## config.mk

```make
export PLATFORM = sky130hd
export DESIGN_NAME = booth_ctrl
export DESIGN_NICKNAME = d
export VERILOG_FILES = /design/src/rtl/booth_ctrl.sv
export SDC_FILE = /design/constraint.sdc
export NUM_CORES = 1
export LEC_CHECK = 0
export CORE_MARGIN = 4
export CORE_UTILIZATION = 43
export CTS_CLUSTER_SIZE = 20
export DETAILED_ROUTE_END_ITERATION = 10
export PLACE_DENSITY = 0.8
export RECOVER_POWER = 50
export SKIP_LAST_GASP = 1
export SYNTH_ARGS = -nofsm -noshare
export SYNTH_HDL_FRONTEND = slang
export SYNTH_SLANG_ARGS = --single-unit
```

## constraint.sdc

```tcl
create_clock -name clk -period 2.5 [get_ports clk]
set_clock_uncertainty 0.05 [all_clocks]
set_input_delay 0.25 -clock clk [delete_from_list [all_inputs] [get_ports clk]]
set_output_delay 0.25 -clock clk [all_outputs]
set_load 0.1 [all_outputs]
```

## src/rtl/booth_ctrl.sv

```systemverilog
// booth_ctrl: sequencing FSM for an N-bit radix-2 Booth multiplier datapath.
// Captures operands on start, loads M, Q and Count over the shared data bus,
// then walks the add/subtract/shift loop until the Count register runs out.
module booth_ctrl #(
    parameter int N = 8
) (
    input  logic         clk,
    input  logic         reset,
    input  logic         start,
    input  logic [N-1:0] multiplicand,
    input  logic [N-1:0] multiplier,
    input  logic         Q0,
    input  logic         q10,
    input  logic [N-1:0] count,
    output logic [N-1:0] data,
    output logic         LdM,
    output logic         LdQ,
    output logic         LdA,
    output logic         Ld_Count,
    output logic         Ldq1,
    output logic         resetM,
    output logic         resetQ,
    output logic         resetA,
    output logic         reset_Count,
    output logic         resetq1,
    output logic         shift,
    output logic         ctrl,
    output logic         dec,
    output logic         done,
    output logic         busy
);

    typedef enum logic [3:0] {
        IDLE,
        LOAD_M,
        LOAD_Q,
        LOAD_CNT,
        CHECK,
        ADD,
        SUB,
        SHIFT,
        DONE
    } state_t;

    state_t       state;
    state_t       next_state;
    logic [N-1:0] m_reg;
    logic [N-1:0] q_reg;
    logic         accept;

    // A new request is only honoured while the controller is not sequencing.
    assign accept = start && (state == IDLE || state == DONE);

    // State register plus operand capture, so later input changes cannot disturb a run.
    always_ff @(posedge clk) begin
        if (reset) begin
            state <= IDLE;
            m_reg <= '0;
            q_reg <= '0;
        end else begin
            state <= next_state;
            if (accept) begin
                m_reg <= multiplicand;
                q_reg <= multiplier;
            end
        end
    end

    // Moore output decode and next-state selection; reset forces the datapath clears.
    always_comb begin
        next_state  = state;
        data        = '0;
        LdM         = 1'b0;
        LdQ         = 1'b0;
        LdA         = 1'b0;
        Ld_Count    = 1'b0;
        Ldq1        = 1'b0;
        resetM      = 1'b0;
        resetQ      = 1'b0;
        resetA      = 1'b0;
        reset_Count = 1'b0;
        resetq1     = 1'b0;
        shift       = 1'b0;
        ctrl        = 1'b0;
        dec         = 1'b0;
        done        = 1'b0;
        busy        = 1'b0;

        if (reset) begin
            resetM      = 1'b1;
            resetQ      = 1'b1;
            resetA      = 1'b1;
            reset_Count = 1'b1;
            resetq1     = 1'b1;
        end else begin
            case (state)
                IDLE: begin
                    if (start) next_state = LOAD_M;
                end
                LOAD_M: begin
                    busy       = 1'b1;
                    data       = m_reg;
                    LdM        = 1'b1;
                    next_state = LOAD_Q;
                end
                LOAD_Q: begin
                    busy       = 1'b1;
                    data       = q_reg;
                    LdQ        = 1'b1;
                    resetA     = 1'b1;
                    resetq1    = 1'b1;
                    next_state = LOAD_CNT;
                end
                LOAD_CNT: begin
                    busy       = 1'b1;
                    data       = N'(N);
                    Ld_Count   = 1'b1;
                    next_state = CHECK;
                end
                CHECK: begin
                    busy = 1'b1;
                    if (count == '0) begin
                        next_state = DONE;
                    end else begin
                        case ({Q0, q10})
                            2'b10:   next_state = SUB;
                            2'b01:   next_state = ADD;
                            default: next_state = SHIFT;
                        endcase
                    end
                end
                ADD: begin
                    busy       = 1'b1;
                    LdA        = 1'b1;
                    ctrl       = 1'b0;
                    next_state = SHIFT;
                end
                SUB: begin
                    busy       = 1'b1;
                    LdA        = 1'b1;
                    ctrl       = 1'b1;
                    next_state = SHIFT;
                end
                SHIFT: begin
                    busy  = 1'b1;
                    shift = 1'b1;
                    Ldq1  = 1'b1;
                    dec   = 1'b1;
                    if (count == N'(1)) next_state = DONE;
                    else                next_state = CHECK;
                end
                DONE: begin
                    done = 1'b1;
                    if (start) next_state = LOAD_M;
                end
                default: begin
                    next_state = IDLE;
                end
            endcase
        end
    end

endmodule
```

After elaboration in Yosys (flattened, before gate mapping)
Cells that the tools add are included.
- register bits: 20
- bits in latches: 0
- RAM bits: 0
- memory bits (read-only): 0
- bits of input ports: 29
- output and inout port bits: 23
- word-level logic and storage cells: 47
- memories kept: 0
- add/subtract/negate cells: 0
- $mul: 0
- div/mod/pow operators: 0
- order comparisons: 0
- eq/ne operators: 12
- shift operators: 0
- multiplexer cells: 25
- bitwise logic cells: 0
- reductions and logical operators: 7
- operators with widths (operator ; count):
    4-bit case mux with 7 select lines ; 1
    8-bit case mux with 3 select lines ; 1
    1-bit 2-to-1 mux ; 18
    4-bit by 3-bit equality test with 1-bit output, second input constant ; 4
    4-bit 2-to-1 mux ; 3
    4-bit by 2-bit equality test with 1-bit output, second input constant ; 2
    8-bit by 1-bit equality test with 1-bit output, second input constant ; 1
    8-bit zero test ; 1
    8-bit 2-to-1 mux ; 1
    7-bit OR reduction ; 1
    4-bit by 1-bit equality test with 1-bit output, second input constant ; 1
    4-bit equality test, second input constant ; 1
    4-bit zero test ; 1
    2-bit case mux with 2 select lines ; 1
    2-bit OR reduction ; 2
    2-bit by 1-bit equality test with 1-bit output, second input constant ; 1
    2-bit equality test, second input constant ; 1
    2-bit by 1-bit inequality test with 1-bit output, second input constant ; 1
    1-bit logical AND ; 1
    1-bit logical OR ; 1

Depth between registers and ports, before layout
Gate-level depths: netlist of the first run.
- depth in word-level cells: 4
- mapped depth: 7
- mapped depth without buffers: 4

Worst setup path after synthesis of the first run
No wires, ideal clock.
- path kind: input port to flip-flop
- start: input port reset
- end: register state[3]
- library setup time: 95 ps
- arrival: 3006 ps
- required time: 2355 ps
- slack: -651 ps
- cell stages on the path: 4
- buffers on the path: 1
- cells stage by stage: clkbuf_1 -> nor3_1 -> a21oi_2 -> o32ai_1
- RTL lines (what ; RTL line ; source):
    start: declaration ; 8 ; input logic reset,
    end signal: assignment ; 61 ; state <= next_state;
    end: declaration ; 45 ; state_t state;

Worst setup path after layout of the first run
- start: register state[0]
- end: output port data[2]
- word-level cells in the longest chain between the ends: 3
- elaborated cells between the ends (all ways): 5
- those cells by class: eq/ne: 3; mux: 2
- ends and longest elaborated chain (what ; RTL line ; source):
    4-bit by 2-bit equality test with 1-bit output / 4-bit by 1-bit equality test with 1-bit output (equally long branches) ; 96 ; case (state)
    8-bit case mux with 3 select lines * ; 96 ;
    8-bit 2-to-1 mux * ; 89 ; if (reset) begin
    end: declaration ; 15 ; output logic [N-1:0] data,
Mark *: on every way between the ends. The rest lies on a longest branch, timed or not.

==> impl_summary.md, run 1 <==
Route
The total number of vias is 1168. In the final routed layout, each cell accounts on average for 13.4 µm. The average vias per placed instance is 5.24. The residual DRC count is 0.

The first detailed-routing pass took 4 iterations. The final layout contains routed wiring with a total length of 2.99 mm. After the first detailed-routing iteration, the DRC count stood at 29. The final antenna-violating net count is 0.

Floorplanning
From bottom edge to top edge, the die measures 58.7 µm. Measured along the x axis, the die boundary spans 58.7 µm. The initial core utilization is 44.7%.

The floorplan has 18 rows. The number of ports placed on the die boundary is 52. The die covers 0.00345 mm². The area of the core region is 0.00248 mm².

STA
The count of final max-slew check failures is 0. The fmax is 453 MHz. The worst pin sits at a relative slew slack of 64.4%. The sum of negative setup slack is 0 ps. The total of endpoints with negative setup slack in the final report is 0. The final count of hold timing violations is 0. The clock period could shrink to 2210 ps.

The final clock period utilization by the worst path is 88.4%. At the pin with the least slew margin, the transition time is 529 ps. Setup repair after global routing left no endpoint under its margin.

Clocking
The root buffer cell chosen for the clock tree is clkbuf_4. The count of H-tree levels built during CTS is 1. The cts-stage hold buffer count is 0.

Buffers inserted during clock tree synthesis total 3. The latest clock arrival within the worst-skew pair is 300 ps. Clock-pin slew was measured on the worst setup and hold paths at 110 ps. The clock net in this run drives a total of 20 sinks. The post-cts repair resize count is 0. The TritonCTS clock tree is yes.

The clock passes through at most 2 buffers. The post-CTS setup-driven buffer insertion count is 0.

Worst setup path
The beginning of the worst register-to-register path is state[1]. The category of cells accounting for the largest share of critical-path delay is flip-flops. For the worst setup path, the data arrival time is 1910 ps.

The worst register-to-register path has a depth of 4. In this run the worst setup path begins at state[0]. The type of element launching the critical path is a flop. The total number of cells along the worst setup path is 5. Together, buffers and inverters on the worst path number 2. The kind of end point of the critical path is an output pin.

The highest cell delay on the worst timing path is 570 ps. The endpoint identified for the worst register-to-register timing path is m_reg[7]. The maximum fanout along the worst path is 14. The critical path is of the flop to output pin type. The critical path goes through nor2b_1 > buf_4 > a22oi_1 > nor2_1 > buf_12.

Following the worst setup path forward leads to its endpoint at data[2]. The largest individual stage delay along the critical path comes from the cell dfxtp_1. The internal reg-to-reg setup slack is 690 ps. The required time at the endpoint of the critical path is 2200 ps.

Power
In this run switching power makes up 48.5% of total power. The clock group share of total power is 10.0%. The sequential power share is 31.6%.

Power comes to 1480 µW. The reported leakage power is 0.000704 µW. The fraction of power consumed by combinational cells is 58.4%.

The internal power contribution is 764 µW. The worst vdd rail ir drop is 0.575 mV. In this run the power spent charging and discharging nets is 721 µW. In this run the power density over the cells is 827 mW/mm².

Logic synthesis
The synthesized netlist occupies a cell area of 0.00111 mm². The post-synth net total is 182. The synthesized netlist contains 31 unique library cells. After synthesis the netlist holds a flip-flop and latch count of 20. The cell count after synthesis is 153. During synthesis, Yosys emitted a total of 0 warnings. Sequential elements use 36.2% of the synthesized area. The mean area per synthesized cell is 7.24 µm².

Final layout
The utilization after layout is 72.5%. The net count of the finished layout is 224. The filler-free cell count of the finished design is 223. Cells with a size suffix above 1 make up 18.1% of the layout. The number of inserted diodes is 0. The layout-stage area growth over the synthesis result is 62.1%.

The most common cell after layout, fill and taps aside is nand2_1. The total of fill cells in the finished design is 217. The library cells used most frequently in the layout, excluding fill and tap cells, are nand2_1 (39), clkdlybuf4s50_1 (28), a21oi_1 (23), buf_12 (22), dfxtp_1 (20). The final standard cell area without fillers is 0.00180 mm².

Global route
The number of antenna violations at the first check in global routing is 0. The first global-routing pass estimated 4.73 mm of wire. Entering global routing, the biggest net connects 23 pins. Global routing finished with a remaining overflow of 0.

The via count of the first global-routing pass came to 1160. Global routing consumed, over all layers together, 17.4% of the routing resources.

Placed design
The count of buffers inserted at the top-level ports is 51. The HPWL after detailed placement is 2.32 mm. Routability-driven placement finished with a final weighted congestion of 0.761.

The instance count after placement with tap cells included is 220. The placed instances occupy a cell area of 0.00181 mm².

Flow run
Max-cap violations in this run came to 0.

Worst hold path
The type of the most critical hold path is flop to flop.

Outcome
The flow ran to the end, and the final reports show no timing, DRC or antenna violations.
[kinds of logic after synthesis]
family,synth area share [%]
AND/OR/NAND/NOR,29.3
AO/OA/AOI/OAI,21.9
buffers and inverters,11.9
flip-flops,36.2
XOR/XNOR,0.791
[layout make-up]
cell class | count | area [µm²] | area share [%]
clock buffer | 3 | 22.5 | 1.25
inverter | 4 | 15.0 | 0.836
multi-input combinational | 111 | 567 | 31.6
sequential | 20 | 400 | 22.3
tap | 30 | 37.5 | 2.09
timing repair buffer | 55 | 753 | 42.0
[stage by stage]
stage	worst slack (ps)	hold slack [ps]
floorplan	-205	297
global placement	495	392
detailed placement	487	399
CTS	256	414
global route	139	441
finish	291	416
[how the worst min path moves through the flow]
stage	startpoint	endpoint	cells after the start
after floorplan	start	state[3]	1
after global placement	m_reg[1]	m_reg[1]	2
after detailed placement	m_reg[0]	m_reg[0]	2
after CTS	m_reg[0]	m_reg[0]	2
after global routing	q_reg[7]	q_reg[7]	2
final	m_reg[0]	m_reg[0]	2
[Yosys cell counts]
cell type / instances / area (µm²)
nand2_1: 39 / 146
a21oi_1: 23 / 115
dfxtp_1: 20 / 400
nor2_1: 13 / 48.8
buf_4: 9 / 67.6
a22oi_1: 7 / 52.6
clkbuf_1: 7 / 26.3
inv_1: 4 / 15.0
nor2b_1: 3 / 18.8
a21oi_2: 2 / 17.5
and2_1: 2 / 12.5
buf_6: 2 / 22.5
nor3_1: 2 / 10.0
nor4_1: 2 / 12.5
o21ai_1: 2 / 10.0
a211o_2: 1 / 10.0
and2b_2: 1 / 8.76
and3_1: 1 / 6.26
and4b_1: 1 / 10.0
nand2b_1: 1 / 6.26
nand3_1: 1 / 5.00
nand3b_1: 1 / 7.51
nor3_2: 1 / 10.0
o211a_1: 1 / 10.0
o21ai_0: 1 / 5.00
o21bai_1: 1 / 7.51
o22ai_1: 1 / 6.26
o32ai_1: 1 / 8.76
or3_2: 1 / 7.51
or4b_4: 1 / 13.8
xnor2_1: 1 / 8.76
[power by group through the flow]
stage                     logic, µW  clock network, µW  registers, µW
after floorplan                 669                  0            428
after global placement          868                  0            472
after detailed placement        888                  0            477
after CTS                       890                149            470
after global routing            927                156            478
final                           867                149            469
[worst register-to-register path, stage by stage (launching register included)]
cell and delay [ps]:
dfxtp_1 430, nor3_1 490, nand2_1 440, nand2_1 190
a21oi_1 80
[routing by layer]
metal,part of all wire (%),global-route usage [%],up-vias,wire length [µm]
met5,0,0,-,0
met3,8.3,3.95,7,249
met2,48,31.7,49,1440
met1,42,19.3,522,1260
li1,-,-,590,-
met4,1.4,7.12,0,43
(Power assumes the default switching activity.)
==> run 2, diff against run 1 <==
--- a/config.mk
+++ b/config.mk
@@ -11,6 +11,7 @@
 export DETAILED_ROUTE_END_ITERATION = 10
 export PLACE_DENSITY = 0.8
 export RECOVER_POWER = 50
+export REMOVE_ABC_BUFFERS = 1
 export SKIP_LAST_GASP = 1
 export SYNTH_ARGS = -nofsm -noshare
 export SYNTH_HDL_FRONTEND = slang
==> run 2 against run 1 <==
- highest routed layer unchanged
- largest cell class unchanged
- non-clock buffer count decreased by 1
- sequential share of layout area decreased by 0.26 points
- die area stayed put
- sequential power about the same
- register-to-register slack worse by 350 ps
- worst hold slack improved by 1.1 ps
- final cell count unchanged
- setup slack gained 43 ps
- count of clock-buffer cells in the layout unchanged
- largest power group unchanged
- critical path depth unchanged
- combinational power decreased by 1%
- global-route usage up 1.3 points
==> impl_summary.md, run 2 (synthesis gave the netlist of run 1 again) <==
Outcome
The flow ran to the end, and the final reports show no timing, DRC or antenna violations.

Placed design
The final estimated routing congestion in global placement was 0.789 (+3.7%). The count of buffers inserted at the top-level ports was 51 (unchanged). The HPWL after detailed placement came to 2.40 mm (+3.5%). The worst slack at placement is 455 ps (-32.3 ps). The instance count after placement with tap cells included came to 219 (-0.45%).

STA
The count of final max-slew check failures was 0 (unchanged). The headroom to the max-slew limit came to 62.0% (-2.5 points). The slew of the pin with the lowest slew margin is 570 ps (+40.9 ps). The total of endpoints with negative setup slack in the final report is 0 (unchanged). The fmax is 462 MHz (+2.0%). The final count of hold timing violations came to 0 (unchanged). The final setup slack of the worst path is 334 ps (+43.0 ps).

The final clock period utilization by the worst path came to 86.7% (-1.7 points). Setup repair after global routing left no endpoint under its margin. The time the final worst path needs with I/O delays and setup is 2170 ps (-43.0 ps).

Worst setup path
The end of the critical path is dec. The category of cells accounting for the largest share of critical-path delay is buffers and inverters. The signal on the critical path passes through clkdlybuf4s50_1 > clkbuf_2 > inv_1 > and2_1 > buf_12. The internal reg-to-reg setup slack was 340 ps (-350 ps). The required time at the endpoint of the critical path is 2200 ps (about the same). The beginning of the worst register-to-register path is state[1]. The worst path buffer plus inverter count was 4 (+2).

The endpoint identified for the worst register-to-register timing path is q_reg[0]. The depth of the worst register-to-register path was 5 (+1). The total number of cells along the worst setup path is 5 (unchanged). The maximum fanout along the worst path is 22 (+8). The origin of the worst setup path is reset. The cell with the biggest individual delay on the critical path is clkdlybuf4s50_1. The kind of end point of the critical path is an output pin. The arrival time at the worst endpoint is 1870 ps (-40 ps). The highest cell delay on the worst timing path is 500 ps (-70 ps). The critical path class is input port to output pin.

STA classifies the critical path startpoint as an input port.

Route
The total number of vias came to 1171 (+0.26%). The routed length per placed instance was 13.8 µm (+2.7%). The overall routed net length is 3.07 mm (+2.7%). The residual DRC count is 0 (unchanged).

The average vias per placed instance is 5.25 (+0.26%). The final antenna-violating net count is 0 (unchanged). The number of iterations in the first detailed-routing pass is 4 (unchanged). The violation count after the first detailed-routing iteration was 31 (+6.9%).

Flow run
The count of max-cap constraint violations was 0 (unchanged).

Clocking
The post-CTS setup-driven buffer insertion count came to 0 (unchanged). The latest clock arrival within the worst-skew pair is 300 ps (about the same). The number of buffers on the longest clock path is 2 (unchanged).

The root buffer cell chosen for the clock tree is clkbuf_4. The CTS clock-pin slew for the worst setup and hold paths came to 110 ps (about the same). The clock sink count was 20 (unchanged).

The number of CTS-inserted buffers is 3 (unchanged). The TritonCTS clock tree is yes. The count of H-tree levels built during CTS is 1 (unchanged).

Global route
The remaining global-route overflow was 0 (unchanged). The via count of the first global-routing pass is 1189 (+2.5%). The number of antenna violations at the first check in global routing came to 0 (unchanged).

The global routing usage summed across all routing layers was 18.7% (+1.3 points). The wire length of the first global-routing pass is 5.07 mm (+7.1%). The largest net degree at the start of global routing came to 23 (unchanged).

Power
The reported leakage power is 0.000710 µW (+0.82%). The switching part of the total power is 45.7% (-2.9 points). The internal power contribution came to 860 µW (+13%). The sequential power share was 29.5% (-2.1 points). The power per standard cell area is 871 mW/mm² (+5.4%). The fraction of power consumed by combinational cells came to 54.0% (-4.4 points). The worst vdd rail ir drop was 0.698 mV (+21%). The clock group share of total power was 16.5% (+6.5 points). The switching power is 723 µW (+0.27%). The total chip power is 1580 µW (+6.6%).

Floorplanning
The area of the die is 0.00345 mm² (unchanged). The die span in y is 58.7 µm (unchanged). The initial core utilization is 44.7% (unchanged). The number of ports placed on the die boundary is 52 (unchanged). The area of the core region came to 0.00248 mm² (unchanged). The die width is 58.7 µm (unchanged). The floorplan row count was 18 (unchanged).

Final layout
The share of post-route cells with drive strength above 1 was 18.1% (unchanged). The filler-free cell count of the finished design was 223 (unchanged). The total number of nets in the final design is 223 (-0.45%).

The top cell types in the final layout, fill and taps aside, are nand2_1 (39), clkdlybuf4s50_1 (28), a21oi_1 (24), buf_12 (22), dfxtp_1 (20). The number of inserted diodes was 0 (unchanged). The most common cell after layout, fill and taps aside is nand2_1. The layout-stage area growth over the synthesis result is 64.1%.

Worst hold path
The worst hold path belongs to the class flop to flop.
-- run 2: layer usage --
metal	up-vias	global-route usage, %	part of all wire (%)
met2	50	33.1	47
li1	588	-	-
met1	525	22.4	43
met3	8	3.95	8.5
met5	-	0	0
met4	0	5.83	1.7
-- run 2: metrics by stage --
stage               TNS, ps  util (%)  hold WS, ps  instance area, µm²
finish                    0      73.3          417                1820
global route              0      73.3          425                1820
CTS                       0      74.4          418                1840
detailed placement        0      72.3          401                1790
global placement          0      72.3          393                1790
floorplan             -6480         -          269                 991
-- run 2: cell type report --
type                            instances  area [µm²]
Timing Repair Buffer                   54         742
Fill cell                             195         661
Multi-Input combinational cell        111         569
Sequential cell                        20         400
Tap cell                               30        37.5
Clock inverter                          1        30.0
Clock buffer                            3        22.5
Inverter                                4        15.0
-- run 2: how the worst min path moves through the flow --
stage,to,depth (start not counted),from,slack [ps]
after floorplan,m_reg[0],1,reset,270
after global placement,m_reg[5],2,m_reg[5],390
after detailed placement,m_reg[6],2,m_reg[6],400
after CTS,m_reg[6],2,m_reg[6],420
after global routing,q_reg[1],3,multiplier[1],420
final,m_reg[6],2,m_reg[6],420
-- run 2: worst reg2reg max path: stages, from the launching register on --
cell and delay, ps:
dfxtp_1 430, nor3_1 450, and2_0 550, clkbuf_1 360, nand2_1 90, a21oi_1 160
-- run 2: timing repair --
| action | 4_1_cts | 5_1_grt |
|---|---|---|
| endpoints found under the hold margin | 0 | 0 |
| hold buffers | 0 | 0 |
| setup endpoints to repair | 0 | 6 |
| gates resized for setup | 0 | 1 |
-- run 2: power groups by stage --
stage	Sequential (µW)	Clock, µW	Combinational (µW)
6_report	467	261	855
5_1_grt	480	284	914
4_1_cts	468	269	872
3_5_place_dp	475	0	868
3_3_place_gp	469	0	850
2_1_floorplan	454	0	546
==> variant (flow settings as in run 1) <==
`N`: 8 -> 16.
--- a/src/rtl/booth_ctrl.sv
+++ b/src/rtl/booth_ctrl.sv
@@ -2,7 +2,7 @@
 // Captures operands on start, loads M, Q and Count over the shared data bus,
 // then walks the add/subtract/shift loop until the Count register runs out.
 module booth_ctrl #(
-    parameter int N = 8
+    parameter int N = 16
 ) (
     input  logic         clk,
     input  logic         reset,
Ports: changed (resized count, data, multiplicand and multiplier); port bits go from 52 to 84. The function was not compared with the original's and may differ.
==> variant against run 1 <==
- clock power grew 150%
- wire length grew 75%
- sequential share of layout area grew 1.4 points
- worst setup slack lost 0.12 ns
- total power grew 2.3%
- global-route usage grew 0.43 points
- area after synthesis grew 79%
- sequential cell count grew 16
- first-iteration DRC count grew to 3.4 times the old value
- final area grew 69%
- critical endpoint is now data[15]
- largest power group is now registers
- highest routed layer unchanged
==> variant: results (changes against run 1) <==
- The post-synthesis compound-gate area fraction is 25.8% (+3.9 points).
- The multiplexer fraction of the synthesized cell area is 0% (unchanged).
- The slew at the pin with the worst max-slew slack was 0.883 ns (+0.353 ns).
- The post-synthesis cell type count came to 40 (+29%).
- The worst reg2reg path depth came to 6 (+2).
- The largest driver fanout on the critical path is 15 (+1).
- The sum of routed wire length over all layers was 5.23 mm (+75%).
- The flow ran to the end, and the final reports show no timing, DRC or antenna violations.
- The total cell area at the placement stage is 3040 um2 (+68%).
- The placer congestion estimate was 0.810 (+6.4%).
- The worst-case clock buffer depth is 2 (unchanged).
- The number of levels in the clock H-tree is 2 (+1).
- The commonest cells after synthesis are nand2_1 (69), dfxtp_1 (36), a21oi_2 (31), nor2_1 (19), a22oi_1 (15).
- The share of the yosys chip area belonging to registers is 36.3% (+0.14 points).
- The peak supply drop is 291 uV (-49%).
- The final hold slack was 0.408 ns (-0.00720 ns).
- The HPWL after detailed placement is 3.92 mm (+69%).
- The master cell of the clock root buffer is clkbuf_8.
- The overall global routing resource usage is 17.9% (+0.43 points).
- The iteration-0 DRC count of the detailed router is 99 (+240%).
- The total nets after synthesis was 298 (+64%).
- The leakage dissipation is 1.07 nW (+51%).
- The total CTS buffers was 5 (+2).
- Tracing the worst setup path back leads to its startpoint at state[3].
- The clock-pin slew on the worst setup and hold paths is 0.07 ns (-0.04 ns).
- The insertion delay of the later-clocked pin in the worst-skew pair was 0.28 ns (-0.02 ns).
- The count of port buffers added during placement came to 83 (+63%).
- The critical register-to-register path endpoint is q_reg[3].
- The post-layout net count is 369 (+65%).
- The layout cell share with drive strength beyond 1 is 26.9% (+8.8 points).
- The total via count in the routed design was 1920 (+64%).
- Ranked by total cell area, the synthesized netlist is headed by dfxtp_1 (36%), a21oi_2 (14%), nand2_1 (13%), a22oi_1 (5.7%), buf_6 (4.0%).
- The flop-to-flop setup slack came to 0.19 ns (-0.50 ns).
- The first-pass GRT wire length is 8.74 mm (+85%).
- The detailed-router iteration count before antenna repair is 4 (unchanged).
- The class of the most critical hold timing path is flip-flop to flip-flop.
-- variant: worst max-delay path by stage --
stage                           end  slack [ns]  cells past startpoint
final                      data[15]        0.17                      4
after global routing      q_reg[11]        0.02                      6
after CTS                  data[15]        0.15                      4
after detailed placement   data[15]        0.47                      4
after global placement     data[15]        0.49                      4
after floorplan                 dec       -0.29                      5
-- variant: critical path: stages, from the launching register on --
cell,delay [ns]
dfxtp_1,0.46
nor3_1,0.40
o21ai_2,0.34
nor2_1,0.33
buf_12,0.22
-- variant: cells by family after synthesis --
family	after synthesis
xor+xnor	1
simple gates	115
buf+inv	29
flops	36
compound gates	64
-- variant: through the flow --
stage / total power (W) / instances / setup WS, ns
5_1_grt: 0.00160 / 368 / 0.0194
2_1_floorplan: 0.00102 / 245 / -0.294
6_report: 0.00152 / 368 / 0.170
4_1_cts: 0.00156 / 368 / 0.149
3_5_place_dp: 0.00118 / 361 / 0.469
3_3_place_gp: 0.00117 / 361 / 0.493
-- variant: layer usage --
layer	vias up	wire, um	track usage (%)
met3	4	477	6.99
met2	78	2450	27.4
met5	-	0	0
li1	966	-	-
met1	872	2280	23.4
met4	0	25	4.45
-- variant: power breakdown --
group	internal [W]	switching, W
clock	0.000189	0.000182
combinational	0.000199	0.000298
sequential	0.000622	0.0000285
-- variant: layout make-up --
cell class	count	area [um2]
Timing Repair Buffer	90	1110
Clock buffer	6	72.6
Tap cell	52	65.1
Inverter	3	11.3
Clock inverter	1	5.00
Fill cell	353	1370
Multi-Input combinational cell	180	1050
Sequential cell	36	721
